$ cat src/rtl/pkt_xfer_sched.sv
// Transfer scheduler: splits one CSR job into read and write bursts and gates
// each channel on FIFO occupancy so the capture FIFO never over/underflows.
module pkt_xfer_sched #(
  parameter int BURST = 8,
  parameter int DEPTH = 512,
  parameter int LW    = 16
) (
  input  logic          clk,
  input  logic          reset,
  input  logic          start,
  input  logic          abort,
  input  logic [31:0]   src_base,
  input  logic [31:0]   dst_base,
  input  logic [LW-1:0] len_words,
  input  logic [9:0]    fifo_usedw,
  output logic          rd_cmd_valid,
  input  logic          rd_cmd_ready,
  output logic [31:0]   rd_cmd_addr,
  output logic [4:0]    rd_cmd_len,
  input  logic          rd_beat,
  output logic          wr_cmd_valid,
  input  logic          wr_cmd_ready,
  output logic [31:0]   wr_cmd_addr,
  output logic [4:0]    wr_cmd_len,
  input  logic          wr_beat,
  output logic          busy,
  output logic          done,
  output logic          aborted,
  output logic [1:0]    state,
  output logic [LW-1:0] words_done
);

  // IDLE | await start ; RUN | both channels ; FLUSH | writes only ; ABORT | drain pending beats
  typedef enum logic [1:0] {S_IDLE = 2'd0, S_RUN = 2'd1, S_FLUSH = 2'd2, S_ABORT = 2'd3} state_t;

  localparam logic [LW-1:0] BURST_W = LW'(BURST);
  localparam logic [4:0]    BURST_L = 5'(BURST);
  localparam logic [31:0]   DEPTH_W = 32'(DEPTH);
  localparam logic [LW-1:0] ONE     = LW'(1);

  state_t        state_q, state_d;
  logic [LW-1:0] rd_rem_q, rd_rem_d, wr_rem_q, wr_rem_d;
  logic [LW-1:0] rd_pend_q, rd_pend_d, wr_pend_q, wr_pend_d;
  logic [31:0]   rd_addr_q, rd_addr_d, wr_addr_q, wr_addr_d;
  logic          rd_valid_q, rd_valid_d, wr_valid_q, wr_valid_d;
  logic [31:0]   rd_caddr_q, rd_caddr_d, wr_caddr_q, wr_caddr_d;
  logic [4:0]    rd_len_q, rd_len_d, wr_len_q, wr_len_d;
  logic          busy_q, busy_d, done_q, done_d, aborted_q, aborted_d;
  logic [LW-1:0] words_done_q, words_done_d;

  logic          rd_hs, wr_hs, rd_dec, wr_dec, rd_elig, wr_elig;
  logic [4:0]    rd_blen, wr_blen;
  logic [LW-1:0] rd_len_ext, wr_len_ext;

  assign rd_hs      = rd_valid_q & rd_cmd_ready;
  assign wr_hs      = wr_valid_q & wr_cmd_ready;
  // beats with nothing pending are dropped so the counters saturate at zero
  assign rd_dec     = rd_beat & (rd_pend_q != '0);
  assign wr_dec     = wr_beat & (wr_pend_q != '0);
  assign rd_blen    = (rd_rem_q >= BURST_W) ? BURST_L : rd_rem_q[4:0];
  assign wr_blen    = (wr_rem_q >= BURST_W) ? BURST_L : wr_rem_q[4:0];
  assign rd_len_ext = {{(LW-5){1'b0}}, rd_len_q};
  assign wr_len_ext = {{(LW-5){1'b0}}, wr_len_q};
  assign rd_elig    = !rd_valid_q && (rd_rem_q != '0) && (rd_pend_q == '0) &&
                      (({22'd0, fifo_usedw} + {27'd0, rd_blen}) <= DEPTH_W);
  assign wr_elig    = !wr_valid_q && (wr_rem_q != '0) && (wr_pend_q == '0) &&
                      (fifo_usedw >= {5'd0, wr_blen});

  always_comb begin
    state_d      = state_q;
    rd_rem_d     = rd_rem_q;
    wr_rem_d     = wr_rem_q;
    rd_addr_d    = rd_addr_q;
    wr_addr_d    = wr_addr_q;
    rd_valid_d   = rd_valid_q;
    wr_valid_d   = wr_valid_q;
    rd_caddr_d   = rd_caddr_q;
    wr_caddr_d   = wr_caddr_q;
    rd_len_d     = rd_len_q;
    wr_len_d     = wr_len_q;
    aborted_d    = aborted_q;
    words_done_d = words_done_q;
    done_d       = 1'b0;

    if (rd_hs) begin
      rd_valid_d = 1'b0;
      rd_rem_d   = rd_rem_q - rd_len_ext;
      rd_addr_d  = rd_addr_q + {25'd0, rd_len_q, 2'b00};
    end
    if (wr_hs) begin
      wr_valid_d = 1'b0;
      wr_rem_d   = wr_rem_q - wr_len_ext;
      wr_addr_d  = wr_addr_q + {25'd0, wr_len_q, 2'b00};
    end
    rd_pend_d = rd_pend_q + (rd_hs ? rd_len_ext : '0) - (rd_dec ? ONE : '0);
    wr_pend_d = wr_pend_q + (wr_hs ? wr_len_ext : '0) - (wr_dec ? ONE : '0);
    if (wr_dec) words_done_d = words_done_q + ONE;

    unique case (state_q)
      S_IDLE: begin
        if (start) begin
          rd_addr_d    = src_base;
          wr_addr_d    = dst_base;
          rd_rem_d     = len_words;
          wr_rem_d     = len_words;
          rd_pend_d    = '0;
          wr_pend_d    = '0;
          words_done_d = '0;
          aborted_d    = 1'b0;
          state_d      = S_RUN;
        end
      end
      S_RUN, S_FLUSH: begin
        if (abort) begin
          rd_valid_d = 1'b0;
          wr_valid_d = 1'b0;
          state_d    = S_ABORT;
        end else begin
          if (rd_elig && state_q == S_RUN) begin
            rd_valid_d = 1'b1;
            rd_len_d   = rd_blen;
            rd_caddr_d = rd_addr_q;
          end
          if (wr_elig) begin
            wr_valid_d = 1'b1;
            wr_len_d   = wr_blen;
            wr_caddr_d = wr_addr_q;
          end
          // a zero-length job drains both channels at once and skips FLUSH
          if (wr_rem_d == '0 && wr_pend_d == '0 && rd_rem_d == '0 && rd_pend_d == '0) begin
            state_d = S_IDLE;
            done_d  = 1'b1;
          end else if (state_q == S_RUN && rd_rem_d == '0 && rd_pend_d == '0) begin
            state_d = S_FLUSH;
          end
        end
      end
      S_ABORT: begin
        if (rd_pend_d == '0 && wr_pend_d == '0) begin
          rd_rem_d  = '0;
          wr_rem_d  = '0;
          aborted_d = 1'b1;
          state_d   = S_IDLE;
        end
      end
      default: state_d = S_IDLE;
    endcase

    busy_d = (state_d != S_IDLE);
  end

  always_ff @(posedge clk) begin
    if (!reset) begin
      state_q      <= S_IDLE;
      rd_rem_q     <= '0;
      wr_rem_q     <= '0;
      rd_pend_q    <= '0;
      wr_pend_q    <= '0;
      rd_addr_q    <= '0;
      wr_addr_q    <= '0;
      rd_valid_q   <= 1'b0;
      wr_valid_q   <= 1'b0;
      rd_caddr_q   <= '0;
      wr_caddr_q   <= '0;
      rd_len_q     <= '0;
      wr_len_q     <= '0;
      busy_q       <= 1'b0;
      done_q       <= 1'b0;
      aborted_q    <= 1'b0;
      words_done_q <= '0;
    end else begin
      state_q      <= state_d;
      rd_rem_q     <= rd_rem_d;
      wr_rem_q     <= wr_rem_d;
      rd_pend_q    <= rd_pend_d;
      wr_pend_q    <= wr_pend_d;
      rd_addr_q    <= rd_addr_d;
      wr_addr_q    <= wr_addr_d;
      rd_valid_q   <= rd_valid_d;
      wr_valid_q   <= wr_valid_d;
      rd_caddr_q   <= rd_caddr_d;
      wr_caddr_q   <= wr_caddr_d;
      rd_len_q     <= rd_len_d;
      wr_len_q     <= wr_len_d;
      busy_q       <= busy_d;
      done_q       <= done_d;
      aborted_q    <= aborted_d;
      words_done_q <= words_done_d;
    end
  end

  assign rd_cmd_valid = rd_valid_q;
  assign rd_cmd_addr  = rd_caddr_q;
  assign rd_cmd_len   = rd_len_q;
  assign wr_cmd_valid = wr_valid_q;
  assign wr_cmd_addr  = wr_caddr_q;
  assign wr_cmd_len   = wr_len_q;
  assign busy         = busy_q;
  assign done         = done_q;
  assign aborted      = aborted_q;
  assign state        = state_q;
  assign words_done   = words_done_q;

endmodule

$ cat config.mk
export PLATFORM = sky130hd
export DESIGN_NAME = pkt_xfer_sched
export DESIGN_NICKNAME = d
export VERILOG_FILES = /design/src/rtl/pkt_xfer_sched.sv
export SDC_FILE = /design/constraint.sdc
export NUM_CORES = 1
export LEC_CHECK = 0
export CAP_MARGIN = 20
export CORE_MARGIN = 2
export CORE_UTILIZATION = 55
export CTS_CLUSTER_DIAMETER = 200
export DETAILED_ROUTE_END_ITERATION = 8
export PLACE_DENSITY = 0.81
export SYNTH_ARGS = -nofsm -noshare
export SYNTH_HDL_FRONTEND = slang
export SYNTH_SLANG_ARGS = --single-unit
$ cat constraint.sdc
create_clock -name clk -period 5.7 [get_ports clk]
set_clock_uncertainty 0.15 [all_clocks]
set_input_delay 0.57 -clock clk [delete_from_list [all_inputs] [get_ports clk]]
set_output_delay 0.57 -clock clk [all_outputs]
set_load 0.03 [all_outputs]
==> results of run 1 <==
==> layer usage <==
metal,GRT usage (%),wire length [um],vias up
met1,36.3,15500,5714
met4,9.83,968,0
li1,-,-,6020
met2,46.9,16500,433
met5,0,0,-
met3,5.72,2580,75
==> layout make-up <==
cell class | instances | area share, %
Clock inverter | 8 | 0.569
Sequential cell | 225 | 28.0
Tap cell | 319 | 2.48
Multi-Input combinational cell | 1233 | 49.3
Timing Repair Buffer | 210 | 12.8
Inverter | 100 | 2.35
Clock buffer | 35 | 4.44
==> kinds of logic after synthesis <==
| kind of cell | after synthesis | share of synthesized area, % |
|---|---|---|
| buf+inv | 167 | 5.05 |
| other cells | 2 | 0.0577 |
| mux | 42 | 3.23 |
| fa+ha+maj | 91 | 9.15 |
| compound gates | 329 | 16.5 |
| xor+xnor | 103 | 6.93 |
| flops | 225 | 34.6 |
| simple gates | 666 | 24.5 |
==> per-stage QoR <==
step / cells / hold WS [ps] / total power [W] / util (%)
floorplan: 1625 / 282 / 0.00388 / -
global placement: 2087 / 287 / 0.00449 / 65.3
detailed placement: 2087 / 296 / 0.00452 / 65.3
CTS: 2130 / 304 / 0.00613 / 68.8
global route: 2130 / 324 / 0.00657 / 68.8
finish: 2130 / 303 / 0.00616 / 68.8
==> power by group through the flow <==
stage                     Clock [W]  Sequential (W)  Combinational [W]
final                       0.00159         0.00186            0.00271
after global placement            0         0.00189            0.00261
after CTS                   0.00162         0.00186            0.00265
after global routing        0.00167         0.00188            0.00302
after detailed placement          0         0.00189            0.00263
after floorplan                   0         0.00187            0.00201
==> cell usage after synthesis (4+ instances only) <==
cell type	n
dfxtp_1	225
nor2_1	209
nand2_1	200
inv_1	100
a21oi_1	93
ha_1	84
o21ai_0	75
xor2_1	56
clkbuf_1	52
xnor2_1	47
a211oi_1	46
mux2i_1	42
nand3_1	36
nor3_1	34
and3_1	29
nand4_1	25
or3_1	24
nor2b_1	18
a311oi_1	17
a21o_1	15
nor4_1	15
nand2b_1	14
and2_1	11
a31oi_1	9
buf_2	9
nand3b_1	9
o211ai_1	9
fa_1	7
nor3b_1	7
nand4b_1	5
o21a_1	5
or4_1	5
a2111oi_0	4
a211o_1	4
a2bb2oi_1	4
o22ai_1	4
o311ai_0	4
o41ai_1	4
==> worst min-delay path: stages (launching register included) <==
cell	delay, ps
dfxtp_1	310
nand2_1	50
a21oi_1	50
==> flip-flops by register name (all words and copies together) (netlist names) <==
register      count
state             2
rd_pend_q        16
wr_pend_q        16
wr_cmd_len        5
rd_cmd_addr      32
busy              1
wr_rem_q         16
aborted           1
rd_cmd_len        5
done              1
rd_addr_q        32
words_done       16
wr_addr_q        32
wr_cmd_addr      32
rd_cmd_valid      1
rd_rem_q         16
wr_cmd_valid      1
==> worst paths after layout <==
kind                start              to  depth (start not counted)
max          wr_pend_q[1]     rd_rem_q[9]                         20
min          wr_addr_q[0]  wr_cmd_addr[0]                          2
max reg2reg  wr_pend_q[1]     rd_rem_q[9]                         20
min reg2reg  wr_addr_q[0]  wr_cmd_addr[0]                          2
==> impl_metrics.tcl, run 1 <==
set metrics [dict create \
    setup_violations 0 \
    ys_seq_elements 225 \
    worstPathCellList "or4_1 -> nor4_1 -> nand4_1 -> and2_1 -> ha_1 -> inv_1 -> ha_1 -> inv_1 -> fa_1 -> nand2b_1 -> a21o_1 -> a2111oi_4 -> o211ai_1 -> xor2_1 -> and4_1 -> a41oi_2 -> or2_4 -> o21ai_4 -> buf_4 -> o21ai_0" \
    max_slew_margin_pct 27.2 \
    cts_repair_resize_count 0 \
    wl_um 35500 \
    worst-path-buf-inv 3 \
    synth_area_um2 13000 \
    vias 12200 \
    grtUsageTotal_pct 28.2 \
    end_kind "register" \
    power_switching_w 0.00241 \
    die-area_um2 24900 \
    path_max_fanout 9 \
    portBuffers 194 \
    p_int_w 0.00376 \
    drt_iter0_drc 902 \
    gp_congestion 0.941 \
    grt.overflow.total 0 \
    cts_tree "done" \
    sw_frac_of_total_pct 39.1 \
    numCtsBuffers 25 \
    fmax_mhz 188 \
    crit_type "register to register" \
    syn_to_final_growth_pct 23.3 \
    power_frac_clock_pct 25.8 \
    route.detailed.drc 0 \
    ant_nets 0 \
    firstDrtPassIters 5 \
    seqPwrFrac_pct 30.2 \
    worst_slew_pin_slew_ps 1090 \
    drv_slew 0 \
    pwr-share-comb_pct 44.0 \
    yosysTopAreaCell "dfxtp_1" \
    hp-class "register to register" \
    start_util_pct 55.8 \
    layout_commonest_cell "dfxtp_1" \
    fillers 1904 \
    final-seq-area_um2 4500 \
    rrSetupSlack_ps 380 \
    multi_input_area_um2 7910 \
    placed_area_um2 15200 \
    postCtsSetupBuffers 0 \
    clock_sinks 225 \
    synth_warnings 0 \
    routedWlPerCell_um 16.7 \
    critPathMaxStageDelay_ps 530 \
    ys_seq_area_share_pct 34.6 \
    vdd_ir_drop_max_v 0.000226 \
    mostFrequentLayoutCells "225 x dfxtp_1, 209 x nor2_1, 198 x nand2_1, 194 x clkdlybuf4s50_1, 99 x inv_1" \
    coreArea_um2 23300 \
    cts-root-buf "clkbuf_16" \
    ys_types 81 \
    antenna_found_initial 0 \
    period_needed_ps 5320 \
    clock_latency_ps 550 \
    hold_buffers 0 \
    crit_family "simple AND/OR/NAND/NOR gates" \
    synthCells 1625 \
    status "finished, final reports clean" \
    drive_gt1_share_pct 4.53 \
    pre_cts_ws_ps 211 \
    h-tree-depth 1 \
    die_h_um 158 \
    ys.flop_type "dfxtp_1" \
    vias_per_cell 5.75 \
    clockBufferDepth 3 \
    finalHoldViolations 0 \
    cap_violations 0 \
    crit_required_ps 5960 \
    synth_fp_nets 1814 \
    nets 1984 \
    n_antenna_cell 0 \
    fin_area_um2 16100 \
    post-dp-hpwl_um 26100 \
    synth_edf_count 0 \
    ios 195 \
    grt_max_degree 106 \
    avgSynthCellArea_um2 8.02 \
    layout_setup_ws_ps 385 \
    synth_top_cell_area_share_pct 34.6 \
    power.leakage_nw 5.99 \
    fp.dieW_um 158 \
    crit_path_top_delay_cell "or4_1" \
    synth.area.top_cells "dfxtp_1 35%, ha_1 8.1%, nor2_1 6.0%, nand2_1 5.8%, xor2_1 3.8%" \
    setup_tns_ps 0 \
    grt_pass1_vias 11700 \
    async_reset_ff_share_pct 0 \
    rows 56 \
    cp-start-kind "register" \
    clk_pin_slew_ps 60 \
    worstPathArrival_ps 5580 \
    p_per_area_nw_per_um2 384 \
    min_period_over_period_pct 93.2 \
    grt_pass1_wl_um 57100 \
]
(Power assumes the default switching activity.)
==> inputs of run 2 (changes only) <==
--- a/config.mk
+++ b/config.mk
@@ -7,10 +7,9 @@
 export LEC_CHECK = 0
 export CAP_MARGIN = 20
 export CORE_MARGIN = 2
-export CORE_UTILIZATION = 55
+export CORE_UTILIZATION = 40
 export CTS_CLUSTER_DIAMETER = 200
 export DETAILED_ROUTE_END_ITERATION = 8
-export PLACE_DENSITY = 0.81
 export SYNTH_ARGS = -nofsm -noshare
 export SYNTH_HDL_FRONTEND = slang
 export SYNTH_SLANG_ARGS = --single-unit
==> run 2 against run 1 <==
  * Die area is 36% higher
  * Final cell count is 6.2% higher
  * Clock power up 19%
  * Critical path depth unchanged
  * Utilization decreased by 18 points
  * Global-route usage is 6.4 points lower
  * Combinational power rose by 2%
  * Total power increased by 5.6%
  * Cell area rose by 2.5%
  * Sequential power about the same
  * Via count fell by 2.5%
  * Hold slack about the same
  * Critical path type unchanged
  * Largest power group unchanged
  * Highest routed layer unchanged
==> impl_metrics.tcl, run 2 (same netlist as run 1, synthesis figures left out) <==
set metrics [dict create \
    cap_violations 0 \
    cts-root-buf "clkbuf_16" \
    clockBufferDepth 3 \
    die_h_um 184 \
    vdd_ir_drop_max_v 0.000216 \
    hp-class "register to register" \
    period_needed_ps 5290 \
    wl_um 38000 \
    crit_required_ps 5960 \
    nets 1990 \
    die-area_um2 34000 \
    fillers 3116 \
    worst_slew_pin_slew_ps 1050 \
    crit_start "wr_pend_q[1]" \
    drv_slew 0 \
    status "finished, final reports clean" \
    grt_pass1_wl_um 59700 \
    total_power_w 0.00651 \
    p_per_area_nw_per_um2 396 \
    hold_buffers 0 \
    start_util_pct 40.3 \
    power.leakage_nw 6.13 \
    critPathCapture "rd_rem_q[7]" \
    layout_commonest_cell "dfxtp_1" \
    top_usage_layer "met2" \
    min_period_over_period_pct 92.7 \
    end_kind "register" \
    layout_setup_ws_ps 414 \
    grtUsageTotal_pct 21.8 \
    pre_cts_ws_ps 156 \
    rrSetupSlack_ps 410 \
    drive_gt1_share_pct 5.05 \
    grt_use_met3_pct 4.21 \
    cts_tree "done" \
    crit_type "register to register" \
    path_max_fanout 18 \
    postCtsSetupBuffers 0 \
    fp.dieW_um 184 \
    r2r-start "wr_pend_q[1]" \
    setup_tns_ps 0 \
    clock_latency_ps 550 \
    syn_to_final_growth_pct 26.3 \
    max_slew_margin_pct 29.2 \
    h-tree-depth 1 \
    post-dp-hpwl_um 28100 \
    portBuffers 194 \
    clock_sinks 225 \
    ant_nets 0 \
    rr_worst_depth 20 \
    gp_congestion 0.892 \
    numCtsBuffers 27 \
    grt_setup_unrepaired "false" \
    grt_pass1_vias 11600 \
    n_antenna_cell 0 \
    antenna_found_initial 0 \
    rows 66 \
    vias_per_cell 5.27 \
    finalHoldViolations 0 \
    grt_max_degree 86 \
    firstDrtPassIters 5 \
    final-seq-area_um2 4500 \
    worstPathArrival_ps 5550 \
    drt_iter0_drc 748 \
    routedWlPerCell_um 16.8 \
    mostFrequentLayoutCells "225 x dfxtp_1, 209 x nor2_1, 199 x nand2_1, 194 x clkdlybuf4s50_1, 99 x inv_1" \
    cp-start-kind "register" \
    grt.overflow.total 0 \
    r2r_end "rd_rem_q[7]" \
    multi_input_area_um2 7910 \
    ios 195 \
    coreArea_um2 32300 \
    use_met1_pct 29.0 \
    setup_violations 0 \
    clk_pin_slew_ps 60 \
    vias 11900 \
    fmax_mhz 189 \
    route.detailed.drc 0 \
    grt_util_met2_pct 36.2 \
]
==> run 2: final cells by class <==
| cell class | instances | share of cell area (%) |
|---|---|---|
| clock buffer | 33 | 4.43 |
| clock inverter | 15 | 1.46 |
| inverter | 100 | 2.30 |
| multi-input combinational | 1233 | 48.1 |
| sequential | 225 | 27.4 |
| tap | 442 | 3.36 |
| timing repair buffer | 214 | 13.0 |
==> run 2: power breakdown <==
group | switching, W | internal, W
Sequential | 0.000129 | 0.00173
Clock | 0.000708 | 0.00118
Combinational | 0.00164 | 0.00112
Total | 0.00247 | 0.00403
==> run 2: per-layer routing <==
layer,up-vias,wire (um),part of all wire [%]
li1,6044,-,-
met1,5559,17700,47
met2,271,17300,46
met3,56,2180,5.7
met4,0,820,2.2
met5,-,0,0
==> run 2: through the flow <==
step	util (%)	std cells	hold slack [ps]	area, um2
floorplan	-	1625	282	13000
global placement	47.9	2214	289	15500
detailed placement	47.9	2214	296	15500
CTS	50.9	2262	305	16400
global route	51.0	2262	326	16500
finish	51.0	2262	303	16500
==> run 2: worst min path at each step <==
stage                               start         endpoint  slack (ps)  cells after the start
after floorplan              wr_addr_q[0]   wr_cmd_addr[0]         280                      2
after global placement       wr_addr_q[1]   wr_cmd_addr[1]         290                      2
after detailed placement     wr_addr_q[1]   wr_cmd_addr[1]         300                      2
after CTS                    wr_addr_q[1]   wr_cmd_addr[1]         300                      2
after global routing      wr_cmd_addr[14]  wr_cmd_addr[14]         330                      2
final                      wr_cmd_addr[8]   wr_cmd_addr[8]         300                      2
==> run 2: timing repair <==
item                                    CTS  global route
endpoints found under the setup margin    0            34
hold endpoints to repair                  0             0
gates resized for setup                   0             3
==> run 2: critical path: stages, from the launching register on <==
cell and delay [ps]:
dfxtp_1 300, or4_1 530, nor4_1 260, nand4_1 180
and2_1 270, ha_1 310, inv_1 50, ha_1 160
inv_1 60, fa_1 400, nand2b_1 200, a21o_1 250
a2111oi_4 340, o22ai_1 160, xor2_1 200, and4_1 310
a41oi_2 200, or2_4 310, o21ai_4 220, buf_12 170
o21ai_0 90
